`src/rtl/lsu_pkg.sv`:
```
// Shared constants, FSM encoding and access-legality helper for the MEM-stage
// load/store unit.
package lsu_pkg;

  localparam logic [2:0] LB  = 3'b000;
  localparam logic [2:0] LH  = 3'b001;
  localparam logic [2:0] LW  = 3'b010;
  localparam logic [2:0] LBU = 3'b100;
  localparam logic [2:0] LHU = 3'b101;
  localparam logic [2:0] SB  = 3'b000;
  localparam logic [2:0] SH  = 3'b001;
  localparam logic [2:0] SW  = 3'b010;

  localparam int unsigned DEFAULT_TIMEOUT = 255;

  typedef enum logic [1:0] {
    IDLE = 2'd0,
    REQ  = 2'd1,
    WAIT = 2'd2,
    DONE = 2'd3
  } lsu_state_e;

  // Misaligned address for the access size, or a funct3 with no load/store meaning.
  function automatic logic bad_access(input logic       is_load,
                                      input logic [2:0] funct3,
                                      input logic [1:0] addr_lo);
    logic bad;
    bad = 1'b0;
    unique case (funct3)
      3'b000:        bad = 1'b0;
      3'b001:        bad = addr_lo[0];
      3'b010:        bad = |addr_lo;
      3'b100:        bad = !is_load;
      3'b101:        bad = !is_load || addr_lo[0];
      default:       bad = 1'b1;
    endcase
    return bad;
  endfunction

endpackage

```
`src/rtl/mem_lsu_load_align.sv`:
```
// Selects the addressed byte/halfword of a read word and sign- or zero-extends it.
module load_align
  import lsu_pkg::*;
(
  input  logic [31:0] rdata_i,
  input  logic [1:0]  addr_lo_i,
  input  logic [2:0]  funct3_i,
  output logic [31:0] data_o
);

  logic [31:0] shifted;
  logic [7:0]  byte_sel;
  logic [15:0] half_sel;

  always_comb begin
    // NOTE: every always_comb output gets a default first so no latch is inferred.
    data_o   = rdata_i;
    shifted  = rdata_i >> {addr_lo_i, 3'b000};
    byte_sel = shifted[7:0];
    half_sel = addr_lo_i[1] ? rdata_i[31:16] : rdata_i[15:0];
    unique case (funct3_i)
      LB:      data_o = {{24{byte_sel[7]}}, byte_sel};
      LH:      data_o = {{16{half_sel[15]}}, half_sel};
      LBU:     data_o = {24'd0, byte_sel};
      LHU:     data_o = {16'd0, half_sel};
      default: data_o = rdata_i;
    endcase
  end

endmodule

```
`src/rtl/mem_lsu.sv`:
```
// MEM-stage load/store unit: drives a ready/valid data-memory port, aligns and
// extends load data into WB, and stalls the pipeline while an access is in flight.
module mem_lsu
  import lsu_pkg::*;
#(
  parameter int unsigned TIMEOUT = DEFAULT_TIMEOUT,
  parameter int unsigned CNT_W   = 8
) (
  input  logic        clk,
  input  logic        rst_n,
  input  logic        MEM_MemRead,
  input  logic        MEM_MemWrite,
  input  logic [2:0]  MEM_funct3,
  input  logic [31:0] MEM_addr,
  input  logic [31:0] MEM_store_data,
  output logic        dmem_req,
  output logic        dmem_we,
  output logic [31:0] dmem_addr,
  output logic [3:0]  dmem_wstrb,
  output logic [31:0] dmem_wdata,
  input  logic        dmem_ready,
  input  logic        dmem_rvalid,
  input  logic [31:0] dmem_rdata,
  output logic        mem_stall,
  output logic [31:0] WB_load_data,
  output logic        misaligned,
  output logic        bus_err
);

  lsu_state_e state_q, state_d;
  logic [CNT_W-1:0] cnt_q, cnt_d;
  logic [31:0] wb_q, wb_d;
  logic [2:0]  f3_q;
  logic [1:0]  alo_q;
  logic        load_q;
  logic [31:0] addr_q;
  logic [3:0]  wstrb_q, wstrb_in;
  logic [31:0] wdata_q, wdata_in;

  logic        access, bad, start, busy, timeout_hit, complete, capture;
  logic [31:0] aligned;

  assign access = MEM_MemRead | MEM_MemWrite;
  assign bad    = bad_access(MEM_MemRead, MEM_funct3, MEM_addr[1:0]);
  assign start  = (state_q == IDLE) && access && !bad;
  assign busy   = (state_q == REQ) || (state_q == WAIT);

  assign timeout_hit = busy && (cnt_q == CNT_W'(TIMEOUT - 1));

  always_comb begin
    complete = 1'b0;
    capture  = 1'b0;
    if (state_q == REQ) begin
      complete = dmem_ready && (!load_q || dmem_rvalid);
      capture  = load_q && dmem_ready && dmem_rvalid;
    end else if (state_q == WAIT) begin
      complete = dmem_rvalid;
      capture  = dmem_rvalid;
    end
  end

  always_comb begin
    wstrb_in = 4'b1111;
    wdata_in = MEM_store_data;
    unique case (MEM_funct3)
      SB: begin
        wstrb_in = 4'b0001 << MEM_addr[1:0];
        wdata_in = {4{MEM_store_data[7:0]}};
      end
      SH: begin
        wstrb_in = 4'b0011 << {MEM_addr[1], 1'b0};
        wdata_in = {2{MEM_store_data[15:0]}};
      end
      default: ;
    endcase
  end

  load_align u_load_align (
    .rdata_i   (dmem_rdata),
    .addr_lo_i (alo_q),
    .funct3_i  (f3_q),
    .data_o    (aligned)
  );

  // FSM state register
  always_ff @(posedge clk or negedge rst_n) begin
    // NOTE: sequential state uses non-blocking assignments so every flop samples pre-edge values.
    if (!rst_n) state_q <= IDLE;
    else        state_q <= state_d;
  end

  // FSM next state; completion is tested before timeout so it wins a tie.
  always_comb begin
    state_d = state_q;
    unique case (state_q)
      IDLE: if (start) state_d = REQ;
      REQ: begin
        if (complete)                   state_d = DONE;
        else if (timeout_hit)           state_d = DONE;
        else if (load_q && dmem_ready)  state_d = WAIT;
      end
      WAIT: if (complete || timeout_hit) state_d = DONE;
      DONE: state_d = IDLE;
      default: state_d = IDLE;
    endcase
  end

  // FSM outputs
  always_comb begin
    dmem_req   = (state_q == REQ);
    dmem_we    = dmem_req && !load_q;
    dmem_addr  = dmem_req ? addr_q : 32'd0;
    dmem_wstrb = dmem_we ? wstrb_q : 4'd0;
    dmem_wdata = dmem_we ? wdata_q : 32'd0;
    mem_stall  = start || busy;
    misaligned = (state_q == IDLE) && access && bad;
    bus_err    = timeout_hit && !complete;
  end

  always_comb begin
    cnt_d = cnt_q;
    if (state_q == IDLE) cnt_d = '0;
    else if (busy)       cnt_d = cnt_q + CNT_W'(1);
    wb_d = wb_q;
    if (capture)      wb_d = aligned;
    else if (bus_err) wb_d = 32'd0;
  end

  // Request fields are frozen at issue so the bus sees them stable until ready.
  always_ff @(posedge clk or negedge rst_n) begin
    if (!rst_n) begin
      cnt_q   <= '0;
      wb_q    <= 32'd0;
      f3_q    <= 3'd0;
      alo_q   <= 2'd0;
      load_q  <= 1'b0;
      addr_q  <= 32'd0;
      wstrb_q <= 4'd0;
      wdata_q <= 32'd0;
    end else begin
      cnt_q <= cnt_d;
      wb_q  <= wb_d;
      if (start) begin
        f3_q    <= MEM_funct3;
        alo_q   <= MEM_addr[1:0];
        load_q  <= MEM_MemRead;
        addr_q  <= {MEM_addr[31:2], 2'b00};
        wstrb_q <= wstrb_in;
        wdata_q <= wdata_in;
      end
    end
  end

  assign WB_load_data = wb_q;

endmodule

```
`config.mk`:
```
export PLATFORM = sky130hd
export DESIGN_NAME = mem_lsu
export DESIGN_NICKNAME = d
export VERILOG_FILES = /design/src/rtl/lsu_pkg.sv /design/src/rtl/mem_lsu_load_align.sv /design/src/rtl/mem_lsu.sv
export SDC_FILE = /design/constraint.sdc
export NUM_CORES = 1
export LEC_CHECK = 0
export CAP_MARGIN = 20
export CELL_PAD_IN_SITES_DETAIL_PLACEMENT = 1
export CELL_PAD_IN_SITES_GLOBAL_PLACEMENT = 2
export CORE_ASPECT_RATIO = 0.8
export CORE_MARGIN = 5
export CORE_UTILIZATION = 28
export DETAILED_ROUTE_END_ITERATION = 8
export PLACE_DENSITY_LB_ADDON = 0.1
export REMOVE_ABC_BUFFERS = 1
export SLEW_MARGIN = 20
export SYNTH_ARGS = -nofsm -noshare
export SYNTH_HDL_FRONTEND = slang
export SYNTH_SLANG_ARGS = --single-unit
```
`constraint.sdc`:
```
create_clock -name clk -period 3.4 [get_ports clk]
set_clock_uncertainty 0.15 [all_clocks]
set_input_delay 0.68 -clock clk [delete_from_list [all_inputs] [get_ports clk]]
set_output_delay 0.68 -clock clk [all_outputs]
set_load 0.01 [all_outputs]
```
==> results of run 1 <==
==> power by group through the flow <==
| stage | Sequential, µW | Combinational [µW] | Clock [µW] |
|---|---|---|---|
| finish | 2400 | 3330 | 1820 |
| global route | 2490 | 3620 | 1930 |
| CTS | 2410 | 3380 | 1870 |
| detailed placement | 2420 | 3330 | 0 |
| global placement | 2380 | 3250 | 0 |
| floorplan | 2390 | 1670 | 0 |
==> metrics by stage <==
step	hold WS [ns]	util, %	std cells
final	0.115	43.5	1049
after global routing	0.161	43.5	1049
after CTS	0.139	43.4	1049
after detailed placement	0.321	40.3	1016
after global placement	0.311	40.3	1016
after floorplan	0.234	-	518
==> area by class of cell <==
type | count | area share [%]
sequential | 114 | 31.6
clock inverter | 11 | 1.44
tap | 269 | 3.73
clock buffer | 21 | 5.21
inverter | 23 | 0.956
timing repair buffer | 230 | 25.5
multi-input combinational | 381 | 31.6
==> cells by family (layout without fill, tap and decap cells) <==
kind of cell               count (synthesis)  in the layout  share of synthesized area [%]
and+or+nand+nor                          183            183                           16.2
DFF                                      114            114                           48.0
muxes                                     97             97                           18.3
AOI/OAI and AO/OA                         92             92                           11.3
buffers and inverters                     60            285                           4.72
adders and majority gates                  6              6                           1.26
other                                      1              2                         0.0631
xor gates and xnor gates                   1              1                          0.147
==> path summary, 6_finish.rpt <==
check | from | end | slack, ns | cells past startpoint
worst min-delay path | rst_n | addr_q[18]$_DFFE_PN0P_ | 0.12 | 1
worst max-delay path | MEM_addr[1] | mem_stall | 0.06 | 5
worst min register to register | WB_load_data[10]$_DFFE_PN0P_ | WB_load_data[10]$_DFFE_PN0P_ | 0.34 | 1
worst max register to register | state_q[1]$_DFFE_PN0P_ | WB_load_data[20]$_DFFE_PN0P_ | 0.81 | 8
min in group clk | WB_load_data[10]$_DFFE_PN0P_ | WB_load_data[10]$_DFFE_PN0P_ | 0.34 | 1
max in group asynchronous | rst_n | state_q[0]$_DFFE_PN0P_ | 2.11 | 2
==> sequential cells by signal (all words and copies together), names as in the netlist <==
register,cells
WB_load_data,32
state_q,2
addr_q,30
alo_q,2
wstrb_q,4
cnt_q,8
wdata_q,32
f3_q,3
load_q,1
==> per-layer routing <==
metal	GRT usage (%)	vias to the layer above	share of wire (%)	routed length, µm
li1	-	2352	-	-
met5	0	-	0	0
met3	5.31	17	5.8	1180
met1	22.4	2492	46	9430
met2	27.0	137	47	9630
met4	4.01	0	1.1	215
==> cell usage after synthesis, types with 2 or more instances <==
library cell               count  area, µm²
sky130_fd_sc_hd__nor3_1        7       35.0
sky130_fd_sc_hd__a21o_1        9       67.6
sky130_fd_sc_hd__nor2b_1       4       25.0
sky130_fd_sc_hd__nand4_1       3       18.8
sky130_fd_sc_hd__clkbuf_1     21       78.8
sky130_fd_sc_hd__a221oi_1      8       70.1
sky130_fd_sc_hd__mux2i_1      18        180
sky130_fd_sc_hd__o21ai_0      19       95.1
sky130_fd_sc_hd__o32ai_1       8       70.1
sky130_fd_sc_hd__and3_1        2       12.5
sky130_fd_sc_hd__nor2_1       23       86.3
sky130_fd_sc_hd__mux2_2       77        867
sky130_fd_sc_hd__buf_2         8       40.0
sky130_fd_sc_hd__o22ai_1       8       50.1
sky130_fd_sc_hd__ha_1          6       75.1
sky130_fd_sc_hd__or3_1         5       31.3
sky130_fd_sc_hd__or2_2         3       18.8
sky130_fd_sc_hd__nand2b_1     21        131
sky130_fd_sc_hd__nand2_1      49        184
sky130_fd_sc_hd__a22o_1       16        140
sky130_fd_sc_hd__buf_4         2       15.0
sky130_fd_sc_hd__and2_1       60        375
sky130_fd_sc_hd__o31ai_1       2       15.0
sky130_fd_sc_hd__dfrtp_1     114       2850
sky130_fd_sc_hd__buf_8         2       30.0
sky130_fd_sc_hd__buf_1         2       7.51
sky130_fd_sc_hd__inv_1        22       82.6
sky130_fd_sc_hd__buf_6         2       22.5
sky130_fd_sc_hd__a21oi_1      12       60.1
==> what timing repair did <==
item,in CTS,in global routing
hold buffers,0,0
resized for setup,6,10
pin swaps,0,1
setup endpoints to repair,31,33
cloned,1,0
==> worst max-delay path: stages <==
cell	delay [ns]
sky130_fd_sc_hd__clkdlybuf4s50_1	0.47
sky130_fd_sc_hd__or4_1	0.53
sky130_fd_sc_hd__nor2_1	0.15
sky130_fd_sc_hd__or3_1	0.13
sky130_fd_sc_hd__clkdlybuf4s50_1	0.55
==> cells in the final DEF (no fill, tap or decap), drive strengths merged, types with 2 or more instances in the layout <==
cell type      instances
a21o                   9
a21oi                 12
a221oi                 9
a22o                  16
and2                  60
and3                   2
buf                   24
bufinv                 2
clkbuf                21
clkdlybuf4s50        203
clkinv                 6
clkinvlp               4
conb                   2
dfrtp                114
dlymetal6s2s           3
ha                     6
inv                   22
mux2                  78
mux2i                 18
nand2                 49
nand2b                21
nand4                  3
nor2                  23
nor2b                  5
nor3                   7
o21ai                 20
o22ai                  8
o31ai                  2
o32ai                  8
or2                    3
or3                    5
==> tab_implementation.tex, run 1 <==
\begin{tabular}{lr}
\hline
Metric & Value \\
\hline
\multicolumn{2}{l}{\textbf{Yosys}} \\
\quad Commonest register cell after synthesis & sky130\_fd\_sc\_hd\_\_dfrtp\_1 \\
\quad Distinct cell type count of the synthesized netlist & 50 \\
\quad Synth warnings & 0 \\
\quad Instance count of the mapped netlist & 554 \\
\quad Sequential-to-total area share from yosys stat & 48.0\% \\
\quad Mean Syn Cell Area & 10.7 µm² \\
\quad Total standard cell area after synthesis & 5940 µm² \\
\quad Number of synthesized register bits & 114 \\
\quad Post-synth ARST share & 100\% \\
\quad Number of synthesized flops with an enable pin & 0 \\
\multicolumn{2}{l}{\textbf{STA}} \\
\quad RSZ-0062 raised after global routing & false \\
\quad Worst slew margin relative to its limit & 50.0\% \\
\quad Fin. Hold Viols & 0 \\
\quad Final Cycle Share & 98.4\% \\
\quad Setup tns final & 0 ns \\
\quad Final critical-path required period & 3.34 ns \\
\quad Final Setup Violations & 0 \\
\quad Least-Margin Pin Slew & 0.750 ns \\
\quad Worst Setup Slack, final & 0.0555 ns \\
\quad Count of final max-slew check failures & 0 \\
\quad Max Clock Freq & 299 MHz \\
\multicolumn{2}{l}{\textbf{Place}} \\
\quad Placement-stage worst setup slack & -0.00102 ns \\
\quad Final GP Congestion & 0.787 \\
\quad Total cell area at the placement stage & 8370 µm² \\
\quad DP HPWL & 14.7 mm \\
\quad Port Buf Inserts & 207 \\
\multicolumn{2}{l}{\textbf{Die}} \\
\quad Die outline width & 173 µm \\
\quad Core Area & 20800 µm² \\
\quad Floorplan die height & 140 µm \\
\quad Cell Rows & 47 \\
\quad Floorplan die area & 24300 µm² \\
\quad Top Ports & 210 \\
\quad Starting utilization of the core area & 28.6\% \\
\multicolumn{2}{l}{\textbf{Worst setup path}} \\
\quad Critical Path Source Type & input pin \\
\quad Nature of the critical path endpoint & primary output \\
\quad Critical Path Fanout Max & 2 \\
\quad Crit path DAT & 2.51 ns \\
\quad Required time of the worst setup path & 2.57 ns \\
\quad Kind of critical path & in -> out \\
\multicolumn{2}{l}{\textbf{Global route}} \\
\quad Via count of the first global-routing pass & 5571 \\
\quad Total Routing Usage GR & 16.9\% \\
\quad First-pass GRT wire length & 32.6 mm \\
\quad Aggregate global routing overflow & 0 \\
\quad Initial antenna violation count & 0 \\
\quad Largest net degree at the start of global routing & 72 \\
\multicolumn{2}{l}{\textbf{Pwr}} \\
\quad Internal power of the cells & 4950 µW \\
\quad Pwr Total & 7550 µW \\
\quad Seq pwr share & 31.8\% \\
\quad Fraction of power consumed by the clock network & 24.1\% \\
\quad Logic gate share of total power & 44.1\% \\
\quad Ratio of total power to cell area & 835 nW/µm² \\
\quad Switching pwr & 2590 µW \\
\quad Switching portion of total power & 34.4\% \\
\quad Leakage Power & 0.00385 µW \\
\quad IR drop worst, VDD & 0.297 mV \\
\multicolumn{2}{l}{\textbf{Finish}} \\
\quad Net count of the finished layout & 878 \\
\quad Sequential cell area & 2850 µm² \\
\quad Synthesis-to-layout area growth & 52.1\% \\
\quad Number of fill cells in the layout & 2278 \\
\quad Post-route design area & 9030 µm² \\
\quad Area of the multi-input gates & 2860 µm² \\
\quad Share of final-layout standard cells stronger than drive strength 1 & 18.8\% \\
\quad Number of diodes & 0 \\
\multicolumn{2}{l}{\textbf{Route}} \\
\quad Number of antenna-violating nets in the routed design & 0 \\
\quad DRT iter0 DRCs & 258 \\
\quad Via density & 4.76 \\
\quad Vias after detailed routing & 4998 \\
\quad Drt total wl & 20.5 mm \\
\quad WL/cell & 19.5 µm \\
\quad Router iterations before antenna repair & 4 \\
\quad DR DRC count & 0 \\
\multicolumn{2}{l}{\textbf{Flow run}} \\
\quad Max-cap violation count & 0 \\
\multicolumn{2}{l}{\textbf{Outcome}} \\
\quad Outcome & completed \\
\multicolumn{2}{l}{\textbf{Clock tree}} \\
\quad Clock sink total & 114 \\
\quad CTS tree & done \\
\quad Post-CTS setup buffer count & 0 \\
\quad Worst-Skew Late Latency & 0.42 ns \\
\quad Clock root buffer & sky130\_fd\_sc\_hd\_\_clkbuf\_16 \\
\quad Clk buf depth & 2 \\
\quad Clock input transition at the sequential cells of the worst setup and hold paths & 0.06 ns \\
\quad Number of H-tree levels & 4 \\
\quad Clock buffers created by TritonCTS & 17 \\
\multicolumn{2}{l}{\textbf{Min path}} \\
\quad Worst hold-check path type & in -> async \\
\hline
\end{tabular}
No activity file was read; power rests on OpenSTA's default activity.
==> run 2, diff against run 1 <==
REMOVE_ABC_BUFFERS = unset   (was 1)
SLEW_MARGIN = 15   (was 20)
==> run 2 against run 1 <==
Net effect:
- sequential share of layout area about the same
- fmax grew 1.8%
- first-iteration DRC count decreased by 19%
- sequential power about the same
- combinational power barely moved
==> tab_implementation.tex, run 2 (synthesis gave the netlist of run 1 again) <==
\begin{tabular}{lr}
\hline
Metric & Value \\
\hline
\multicolumn{2}{l}{\textbf{Global route}} \\
\quad Via count of the first global-routing pass & 5382 (-3.4\%) \\
\quad First-pass GRT wire length & 31.0 mm (-4.8\%) \\
\quad Total Routing Usage GR & 16.1\% (-0.75 points) \\
\quad Initial antenna violation count & 0 (unchanged) \\
\quad Largest net degree at the start of global routing & 81 (+13\%) \\
\quad Aggregate global routing overflow & 0 (unchanged) \\
\multicolumn{2}{l}{\textbf{Worst setup path}} \\
\quad Crit path DAT & 2.45 ns (-0.06 ns) \\
\quad Required time of the worst setup path & 2.57 ns (about the same) \\
\quad Kind of critical path & in -> out \\
\quad Slowest stage cell, crit path & sky130\_fd\_sc\_hd\_\_or4\_4 \\
\quad Critical Path Fanout Max & 2 (unchanged) \\
\quad Kind of cell with the highest combined delay on the critical path & buffers and inverters \\
\quad Cells traversed along the worst timing path & clkdlybuf4s50\_1 > or4\_4 > o31ai\_1 > nor2\_1 > clkdlybuf4s50\_1 \\
\quad CP bufs+invs & 2 (unchanged) \\
\quad Nature of the critical path endpoint & primary output \\
\quad Max stage delay on crit path & 0.57 ns (+0.02 ns) \\
\quad Cell seen most often among critical-path stages & sky130\_fd\_sc\_hd\_\_clkdlybuf4s50\_1 \\
\quad Critical Path Source Type & input pin \\
\multicolumn{2}{l}{\textbf{Flow run}} \\
\quad Max-cap violation count & 0 (unchanged) \\
\multicolumn{2}{l}{\textbf{Clock tree}} \\
\quad Post-CTS setup buffer count & 0 (unchanged) \\
\quad CTS tree & done \\
\quad Number of H-tree levels & 4 (unchanged) \\
\quad Count of hold buffers inserted by post-cts repair & 0 (unchanged) \\
\quad Clock buffers created by TritonCTS & 17 (unchanged) \\
\quad Clock root buffer & sky130\_fd\_sc\_hd\_\_clkbuf\_16 \\
\quad Worst-Skew Late Latency & 0.41 ns (about the same) \\
\quad Clk buf depth & 2 (unchanged) \\
\quad Clock input transition at the sequential cells of the worst setup and hold paths & 0.05 ns (about the same) \\
\quad Clock sink total & 114 (unchanged) \\
\multicolumn{2}{l}{\textbf{Finish}} \\
\quad Net count of the finished layout & 878 (unchanged) \\
\quad Share of final-layout standard cells stronger than drive strength 1 & 19.0\% (+0.13 points) \\
\quad Number of diodes & 0 (unchanged) \\
\quad Commonest non-fill, non-tap cell in the layout & sky130\_fd\_sc\_hd\_\_clkdlybuf4s50\_1 \\
\quad Top library cells by usage in the layout, fill and taps aside & sky130\_fd\_sc\_hd\_\_clkdlybuf4s50\_1 (202), sky130\_fd\_sc\_hd\_\_dfrtp\_1 (114), sky130\_fd\_sc\_hd\_\_mux2\_2 (77), sky130\_fd\_sc\_hd\_\_and2\_1 (60), sky130\_fd\_sc\_hd\_\_nand2\_1 (49) \\
\quad Synthesis-to-layout area growth & 51.9\% (about the same) \\
\multicolumn{2}{l}{\textbf{Pwr}} \\
\quad Ratio of total power to cell area & 837 nW/µm² (+0.15\%) \\
\quad Leakage Power & 0.00384 µW (-0.26\%) \\
\quad IR drop worst, VDD & 0.341 mV (+15\%) \\
\quad Pwr Total & 7550 µW (about the same) \\
\multicolumn{2}{l}{\textbf{Route}} \\
\quad Vias after detailed routing & 4937 (-1.2\%) \\
\quad Router iterations before antenna repair & 4 (unchanged) \\
\quad Via density & 4.71 (-1.2\%) \\
\quad WL/cell & 18.7 µm (-4.2\%) \\
\quad Drt total wl & 19.6 mm (-4.2\%) \\
\quad DR DRC count & 0 (unchanged) \\
\quad DRT iter0 DRCs & 209 (-19\%) \\
\quad Number of antenna-violating nets in the routed design & 0 (unchanged) \\
\multicolumn{2}{l}{\textbf{STA}} \\
\quad Final hold slack & 0.0766 ns (-0.0387 ns) \\
\quad Least-Margin Pin Slew & 0.659 ns (-0.0916 ns) \\
\quad Final Cycle Share & 96.6\% (-1.8 points) \\
\quad Final critical-path required period & 3.28 ns (-0.0601 ns) \\
\quad Count of final max-slew check failures & 0 (unchanged) \\
\quad Max Clock Freq & 304 MHz (+1.8\%) \\
\quad Worst slew margin relative to its limit & 56.0\% (+6.0 points) \\
\quad Setup tns final & 0 ns (unchanged) \\
\quad Fin. Hold Viols & 0 (unchanged) \\
\quad Final Setup Violations & 0 (unchanged) \\
\quad Worst Setup Slack, final & 0.116 ns (+0.0601 ns) \\
\multicolumn{2}{l}{\textbf{Die}} \\
\quad Floorplan die area & 24300 µm² (unchanged) \\
\quad Floorplan die height & 140 µm (unchanged) \\
\quad Top Ports & 210 (unchanged) \\
\quad Core Area & 20800 µm² (unchanged) \\
\quad Die outline width & 173 µm (unchanged) \\
\quad Starting utilization of the core area & 28.6\% (unchanged) \\
\quad Cell Rows & 47 (unchanged) \\
\multicolumn{2}{l}{\textbf{Place}} \\
\quad Port Buf Inserts & 207 (unchanged) \\
\quad DP HPWL & 14.4 mm (-2.3\%) \\
\quad Final GP Congestion & 0.812 (+3.3\%) \\
\quad Placement-stage worst setup slack & -0.0213 ns (-0.0203 ns) \\
\multicolumn{2}{l}{\textbf{Min path}} \\
\quad Worst hold-check path type & in -> async \\
\multicolumn{2}{l}{\textbf{Outcome}} \\
\quad Outcome & completed \\
\hline
\end{tabular}
## run 2: worst reg2reg max path: stages, from the launching register on
cell and delay [ns]:
sky130_fd_sc_hd__dfrtp_1 0.42, sky130_fd_sc_hd__inv_1 0.16, sky130_fd_sc_hd__ha_4 0.21, sky130_fd_sc_hd__buf_4 0.15
sky130_fd_sc_hd__and3b_1 0.24, sky130_fd_sc_hd__a2111oi_4 0.08, sky130_fd_sc_hd__buf_4 0.19, sky130_fd_sc_hd__nor2b_4 0.53
sky130_fd_sc_hd__a22o_1 0.27
## run 2: area by class of cell
type / instances / area (µm²)
sequential: 114 / 2850
clock buffer: 19 / 453
fill: 2277 / 11700
multi-input combinational: 381 / 2860
clock inverter: 13 / 160
inverter: 23 / 86.3
timing repair buffer: 230 / 2280
tap: 269 / 337
## run 2: per-layer routing
| layer | share of wire [%] | GRT usage [%] | vias up |
|---|---|---|---|
| met1 | 47 | 22.2 | 2444 |
| met4 | 0.97 | 4.47 | 0 |
| li1 | - | - | 2352 |
| met3 | 5.5 | 4.12 | 10 |
| met2 | 46 | 25.2 | 131 |
| met5 | 0 | 0 | - |
## run 2: final timing paths
| path | startpoint | end | slack (ns) | depth (start not counted) |
|---|---|---|---|---|
| max in group asynchronous | rst_n | WB_load_data[30]$_DFFE_PN0P_ | 2.19 | 2 |
| setup / recovery | MEM_funct3[0] | misaligned | 0.12 | 5 |
| hold reg to reg | WB_load_data[12]$_DFFE_PN0P_ | WB_load_data[12]$_DFFE_PN0P_ | 0.33 | 1 |
| min in group clk | WB_load_data[12]$_DFFE_PN0P_ | WB_load_data[12]$_DFFE_PN0P_ | 0.33 | 1 |
| setup reg to reg | state_q[1]$_DFFE_PN0P_ | WB_load_data[31]$_DFFE_PN0P_ | 0.93 | 8 |
| hold / removal | rst_n | WB_load_data[3]$_DFFE_PN0P_ | 0.08 | 1 |
## run 2: per-stage QoR
| step | util, % | cells | area, µm² |
|---|---|---|---|
| 2_1_floorplan | - | 555 | 5950 |
| 3_3_place_gp | 40.3 | 1016 | 8360 |
| 3_5_place_dp | 40.3 | 1016 | 8360 |
| 4_1_cts | 43.3 | 1048 | 8990 |
| 5_1_grt | 43.5 | 1049 | 9030 |
| 6_report | 43.5 | 1049 | 9030 |
## run 2: repair_timing
action	in CTS	in global routing
hold endpoints to repair	0	0
cloned	0	1
pin swaps	0	1
resized for setup	7	8
setup endpoints to repair	32	29
## run 2: power by group
group / switching (µW) / internal [µW] / total [µW] / leakage, µW
Combinational: 1510 / 1820 / 3320 / 0.00217
Clock: 667 / 1190 / 1850 / 0.000287
Sequential: 385 / 1990 / 2370 / 0.00139
Total: 2560 / 4990 / 7550 / 0.00384
